[src/rtl/hamming_stream_decoder.sv]
// Serial Hamming / SECDED decoder. Codeword bits arrive one per accepted
// cycle in position order. A completed frame is decoded combinationally and
// captured into a single-entry output holding register.
module hamming_stream_decoder #(
    parameter int R      = 3,
    parameter int SECDED = 0,
    localparam int N     = (1 << R) - 1,
    localparam int K     = N - R,
    localparam int L     = N + SECDED
) (
    input  logic         clk,
    input  logic         rst,
    input  logic         ena,
    input  logic         frame_sync,
    input  logic         bit_in,
    input  logic         bit_valid,
    input  logic         out_ready,
    output logic         out_valid,
    output logic [K-1:0] data_out,
    output logic [R-1:0] syndrome_out,
    output logic         err_corrected,
    output logic         err_uncorrectable,
    output logic         overrun,
    output logic [R:0]   bit_cnt
);

    localparam logic [R:0] LAST = (R+1)'(L);

    // Position of the d-th data bit (d = 0 -> position 3), skipping powers of two.
    function automatic int data_pos(input int d);
        int cnt;
        data_pos = 0;
        cnt = 0;
        for (int p = 1; p <= N; p++) begin
            if ((p & (p - 1)) != 0) begin
                if (cnt == d) data_pos = p;
                cnt++;
            end
        end
    endfunction

    logic [L:1]   frame_q, frame_d;
    logic [R:0]   cnt_q, cnt_d;
    logic         complete;
    logic [R-1:0] syn;
    logic         par, fix, corr, unc;
    logic [L:1]   cw;
    logic [K-1:0] dec_data;
    logic         load, drop;

    logic         out_valid_q, out_valid_d;
    logic [K-1:0] data_q;
    logic [R-1:0] syn_q;
    logic         corr_q, unc_q, overrun_q;

    // Frame assembly: frame_sync (only while enabled) restarts the frame and
    // can itself carry position 1; the cycle accepting the last bit completes it.
    always_comb begin
        frame_d  = frame_q;
        cnt_d    = cnt_q;
        complete = 1'b0;
        if (ena && frame_sync) begin
            if (bit_valid) begin
                frame_d[1] = bit_in;
                cnt_d      = (R+1)'(2);
            end else begin
                cnt_d      = (R+1)'(1);
            end
        end else if (ena && bit_valid) begin
            for (int p = 1; p <= L; p++)
                if (cnt_q == (R+1)'(p)) frame_d[p] = bit_in;
            if (cnt_q == LAST) begin
                complete = 1'b1;
                cnt_d    = (R+1)'(1);
            end else begin
                cnt_d    = cnt_q + (R+1)'(1);
            end
        end
    end

    // Decode the frame as it stands after this cycle's bit, so the result can
    // be captured on the completing edge.
    always_comb begin
        syn = '0;
        for (int p = 1; p <= N; p++)
            if (frame_d[p]) syn = syn ^ R'(p);
        par = ^frame_d;
        if (SECDED != 0) begin
            corr = par;
            fix  = par && (syn != '0);
            unc  = !par && (syn != '0);
        end else begin
            corr = (syn != '0);
            fix  = (syn != '0);
            unc  = 1'b0;
        end
        cw = frame_d;
        for (int p = 1; p <= N; p++)
            if (fix && syn == R'(p)) cw[p] = ~frame_d[p];
        dec_data = '0;
        for (int d = 0; d < K; d++)
            dec_data[d] = cw[data_pos(d)];
    end

    // Holding register handshake: load when empty or being drained this cycle.
    always_comb begin
        load        = complete && (!out_valid_q || out_ready);
        drop        = complete && out_valid_q && !out_ready;
        out_valid_d = out_valid_q;
        if (load)
            out_valid_d = 1'b1;
        else if (out_ready)
            out_valid_d = 1'b0;
    end

    // State update with synchronous reset overriding every other input.
    always_ff @(posedge clk) begin
        if (rst) begin
            frame_q     <= '0;
            cnt_q       <= (R+1)'(1);
            out_valid_q <= 1'b0;
            data_q      <= '0;
            syn_q       <= '0;
            corr_q      <= 1'b0;
            unc_q       <= 1'b0;
            overrun_q   <= 1'b0;
        end else begin
            frame_q     <= frame_d;
            cnt_q       <= cnt_d;
            out_valid_q <= out_valid_d;
            if (load) begin
                data_q <= dec_data;
                syn_q  <= syn;
                corr_q <= corr;
                unc_q  <= unc;
            end
            if (drop) overrun_q <= 1'b1;
        end
    end

    assign out_valid         = out_valid_q;
    assign data_out          = data_q;
    assign syndrome_out      = syn_q;
    assign err_corrected     = corr_q;
    assign err_uncorrectable = unc_q;
    assign overrun           = overrun_q;
    assign bit_cnt           = cnt_q;

endmodule

[config.mk]
export PLATFORM = sky130hd
export DESIGN_NAME = hamming_stream_decoder
export DESIGN_NICKNAME = d
export VERILOG_FILES = /design/src/rtl/hamming_stream_decoder.sv
export SDC_FILE = /design/constraint.sdc
export NUM_CORES = 1
export LEC_CHECK = 0
export BUFFER_PORTS_ARGS = -buffer_cell sky130_fd_sc_hd__buf_4
export CORE_UTILIZATION = 40
export DETAILED_ROUTE_END_ITERATION = 8
export GPL_TIMING_DRIVEN = 0
export SLEW_MARGIN = 20
export SYNTH_ARGS = -nofsm -noshare
export SYNTH_HDL_FRONTEND = slang
export SYNTH_SLANG_ARGS = --single-unit
[constraint.sdc]
create_clock -name clk -period 3.45 [get_ports clk]
set_input_delay 0.5175 -clock clk [delete_from_list [all_inputs] [get_ports clk]]
set_output_delay 0.5175 -clock clk [all_outputs]
set_load 0.01 [all_outputs]
* Word level (Yosys, flattened, before mapping)
Cells that the tools add are included.
** Storage, ports and cells
- Input bits :: 7
- Flip-flop bits (word level) :: 21
- Logic and storage cells :: 75
** Cells by class
- Reduce and logical (&&, ||, !) cells :: 15
- Mux-type cells :: 31
- Add/sub/neg operators :: 1
- Eq/ne operators :: 11
- Bitwise logic cells :: 10
** Operators by type and width (number)
- $mux 1 :: 19
- $eq 4x3->1 const B :: 4
- $mux 3 :: 4
- $mux 4 :: 3
- $eq 3x3->1 const B :: 3
- $logic_and 1x1->1 :: 9
- $eq 4x2->1 const B :: 2
- $mux 7 :: 1
- $mux 2 :: 3
- $mux 6 :: 1
- $not 2->2 :: 3
- $add 4x1->4 const B :: 1
- $eq 4x1->1 const B :: 1
- $not 1->1 :: 4
- $reduce_bool 2->1 :: 2
- $eq 3x2->1 const B :: 1
- $not 3->3 :: 1
- $reduce_bool 3->1 :: 1
- $logic_not 1->1 :: 2
- $not 1->1 const A :: 2
- $logic_or 1x1->1 :: 1

* Logic depth before layout (Yosys ltp)
- Depth after elaboration :: 18
- Mapped depth :: 12
- Depth with buffers taken out :: 10

* Worst setup path before layout
OpenSTA, ideal clock, no wires.
- Path type :: register -> register
- Start point :: register cnt_q[0] (netlist: bit_cnt[0])
- End point :: register data_q[2] (netlist: data_out[2])
- Setup time :: 0.086 ns
- Path slack :: 0.738 ns
- Buffers on the path :: 1
- Stages on the path, launching flop included :: 12
- Arrival :: 2.627 ns
- Clock period less this slack :: 2.712 ns
- Cells stage by stage :: dfxtp_1 > inv_1 > ha_1 > and4b_2 > and3_1 > o21a_1 > or4_4 > buf_6 > a221o_1 > nand3_1 > xor2_1 > a211oi_1
** Between the ends
- Cells in the longest elaborated chain, start to end :: 17
** Ends and longest elaborated chain
- from (decl) :: RTL line 43 : logic [R:0] cnt_q, cnt_d;
- from (signal assigned) :: RTL line 120 : cnt_q <= (R+1)'(1);
- from (signal assigned) :: RTL line 129 : cnt_q <= cnt_d;
- $eq 4x1->1 :: RTL line 71 : if (cnt_q == (R+1)'(p)) frame_d[p] = bit_in;
- $mux 1 :: RTL line 71
- $mux 7 :: RTL line 69 : end else if (ena && bit_valid) begin
- $mux 1 :: RTL line 62 : if (ena && frame_sync) begin
- $mux 1 :: RTL line 86 : if (frame_d[p]) syn = syn ^ R'(p);
- $mux 2 :: RTL line 86
- $not 2->2 (no line)
- $mux 2 :: RTL line 86
- $mux 3 :: RTL line 86
- $not 2->2 (no line)
- $mux 3 (2 in a row) :: RTL line 86
- $not 3->3 (no line)
- $mux 3 :: RTL line 86
- $eq 3x3->1 / $reduce_bool 3->1 (equally long branches) :: RTL line 99, 94
- $logic_and 1x1->1 :: RTL line 99 : if (fix && syn == R'(p)) cw[p] = ~frame_d[p];
- $mux 1 :: RTL line 99
- to (signal assigned) :: RTL line 132 : data_q <= dec_data;
- to (decl) :: RTL line 52 : logic [K-1:0] data_q;
Parallel ways exist; a longest one is shown, timed or not.
A chain may end at the register's enable or synchronous reset.

* Worst setup path in the final report
- Start point :: register cnt_q[0] (netlist: bit_cnt[0])
- End point :: register data_q[0] (netlist: data_out[0])
** Between the ends
- Cells in the longest elaborated chain, start to end :: 17
** Ends and longest elaborated chain (RTL line)
- $eq 4x1->1 :: 71
- $mux 1 :: 71
- $mux 7 :: 69
- $mux 1 :: 62
- $mux 1 :: 86
- $mux 2 :: 86
- $not 2->2 (no line)
- $mux 2 :: 86
- $mux 3 :: 86
- $not 2->2 (no line)
- $mux 3 (2 in a row) :: 86
- $not 3->3 (no line)
- $mux 3 :: 86
- $eq 3x2->1 / $reduce_bool 3->1 (equally long branches) :: 99, 94
- $logic_and 1x1->1 :: 99
- $mux 1 :: 99
Parallel ways exist; a longest one is shown, timed or not.

==> impl_metrics.csv <==
group,metric,value,unit
status,status,"finished clean",
synth,ys_warn_count,0,
synth,synth-async-reset-ratio,0,%
timing,finalCriticalPeriod,2900,ps
placement,hpwl,2580,um
layout,register_area,420,um^2
setup_path,cp_max_fo,7,
setup_path,cp_top_family,"simple AND/OR/NAND/NOR gates",
setup_path,required,3580,ps
synth,synth_common_cells,"26 x nor2_1, 21 x dfxtp_1, 14 x mux2i_1",
floorplanning,chipWidth,62.8,um
timing,finalCritPeriodShare,83.9,%
drt,avgViaCountPerCell,5.63,
placement,portBuffers,18,
clocking,cts_resized,0,
drt,dr.pass1.iters,4,
setup_path,crit_buf_inv,2,
timing,hold_viol,0,
setup_path,crit_arrival,3020,ps
floorplanning,coreArea,3440,um^2
synth,ys_seq_area_share,28.4,%
synth,synth_edf_count,0,
placement,gp_congestion,0.820,
timing,fmax,345,MHz
floorplanning,die_h,62.8,um
pwr,power.density,270,nW/um^2
pwr,vdd_drop_max,0.000136,V
layout,stdcell_count,243,
floorplanning,rows,21,
floorplanning,initial_core_util,43.0,%
global_routing,overflow,0,
clocking,cts-root-buf,"clkbuf_8",
pwr,p_leak,0.720,nW
synth,post-synth-top-area-cell,"dfxtp_1",
clocking,post_cts_buffers,0,
timing,rsz0062_at_grt,"false",
setup_path,critPathKind,"flop to flop",
drt,dr.first_iter.drc_count,44,
global_routing,groute.usage.overall,17.8,%
drt,drc,0,
clocking,cts-htree-levels,1,
drt,wl_per_cell,13.3,um
clocking,cts_buffer_depth,2,
global_routing,grt_max_degree,12,
setup_path,path_cells,"inv_1, ha_1, and4b_2, and3_1, o21a_1, or4_4, buf_6, a221o_1, nand3_1, xor2_1, a211oi_1",
layout,diodes,0,
synth,synth_cells,175,
synth,synth_cell_types,49,
synth,synth.avg_cell_area,8.46,um^2
floorplanning,ioPinCount,22,
placement,dpl-instance-area,1670,um^2
clocking,clk_pin_slew,80,ps
placement,place_inst,239,
synth,netlist_area,1480,um^2
setup_path,cp-end-kind,"flop",
timing,setup-tns-final,0,ps
drt,vias,1367,
setup_path,crit_slowest_cell,"or4_4",
layout,nets,209,
timing,tightest_slew,573,ps
worst_hold_path,hold_class,"flop to flop",
flow_run,maxCapViolations,0,
synth,synth_flop_cell,"dfxtp_1",
synth,synth_top_area_share,28.4,%
layout,syn2layout_area_growth,16.1,%
layout,multiInputGateArea,968,um^2
synth,synth_nets,186,
clocking,cts_sinks,21,
floorplanning,dieArea,3950,um^2
layout,design_area,1720,um^2
clocking,cts_buffers,3,
timing,finalMaxSlewViolations,0,
clocking,hold_buffers,0,
timing,setup_violations,0,
synth,synthTopCellsByArea,"dfxtp_1 28%, mux2i_1 9.5%, nor2_1 6.6%",
setup_path,max_stage_delay,480,ps
global_routing,grt_pass1_wl,5730,um
layout,drive_gt1_share,22.3,%
global_routing,antenna_found_initial,0,
timing,worst_clock_skew,5.05,ps
global_routing,grt_pass1_vias,1233,
synth,synth.most_common_cell,"nor2_1",
drt,totalWireLength,3230,um
clocking,cts_tree,"built",
synth,ys_ff_latch,21,
timing,relSlewSlack,60.7,%
drt,drtAntennaViolNets,0,
layout,fill_cells,353,
setup_path,critPathLaunchType,"flop",
clocking,clkLatencyLatePin,260,ps
## cells in the final DEF, fill, tap and decap left out, types with 6 or more instances in the layout
cell,count
mux2i_1,14
nand3_1,10
nor3_1,6
dfxtp_1,21
nor2_1,26
nand2_1,11
buf_4,22
a21oi_1,10
## path summary, 6_finish.rpt
| check | depth (start not counted) | slack, ps | from | end |
|---|---|---|---|---|
| hold reg to reg | 2 | 450 | syndrome_out[2] | syndrome_out[2] |
| setup reg to reg | 11 | 550 | bit_cnt[0] | data_out[0] |
| hold / removal | 2 | 450 | syndrome_out[2] | syndrome_out[2] |
| setup / recovery | 11 | 550 | bit_cnt[0] | data_out[0] |
## cell families (layout without fill, tap and decap cells)
family                   Yosys count  in the layout  synth area share (%)
AO/OA/AOI/OAI                     29             29                  13.6
XOR/XNOR                           9              9                  5.33
adder cells (fa/ha/maj)            4              4                  3.38
buffers and inverters             12             34                  6.17
flip-flops                        21             21                  28.4
multiplexers                      20             20                  14.3
other                              1              1                 0.253
AND/OR/NAND/NOR                   79             79                  28.6
## worst min-delay path: stages (launching register included)
cell	delay (ps)
dfxtp_1	310
nand2_1	50
a21oi_1	50
## stage by stage
step	power (mW)	hold WS (ps)	setup WS [ps]	util, %
after floorplan	0.292	476	738	-
after global placement	0.307	441	532	48.6
after detailed placement	0.309	445	502	48.6
after CTS	0.472	453	559	49.9
after global routing	0.492	460	409	49.9
final	0.464	452	554	49.9
## sequential cells by signal, indices dropped and copies added, names as in the netlist
register	flops
frame_q	7
bit_cnt	4
data_out	4
syndrome_out	3
err_corrected	1
out_valid	1
overrun	1
## layout make-up
cell class / count / share of cell area (%)
Multi-Input combinational cell: 142 / 56.4
Timing Repair Buffer: 18 / 7.87
Inverter: 2 / 0.437
Tap cell: 46 / 3.35
Buffer: 10 / 4.88
Sequential cell: 21 / 24.5
Clock buffer: 4 / 2.62
## per-layer routing
| layer | track usage [%] | vias up | part of all wire (%) |
|---|---|---|---|
| met1 | 24.7 | 654 | 49 |
| met5 | 0 | - | 0 |
| met4 | 4.94 | 0 | 1.2 |
| li1 | - | 677 | - |
| met2 | 28.4 | 31 | 45 |
| met3 | 2.55 | 5 | 4.6 |
## where the power goes
part	internal [mW]	total (mW)	leakage [nW]	switching, mW
Sequential	0.245	0.248	0.170	0.00328
Combinational	0.0242	0.0560	0.528	0.0318
Clock	0.0822	0.161	0.0228	0.0784
Power figures use the tool's default switching activity.
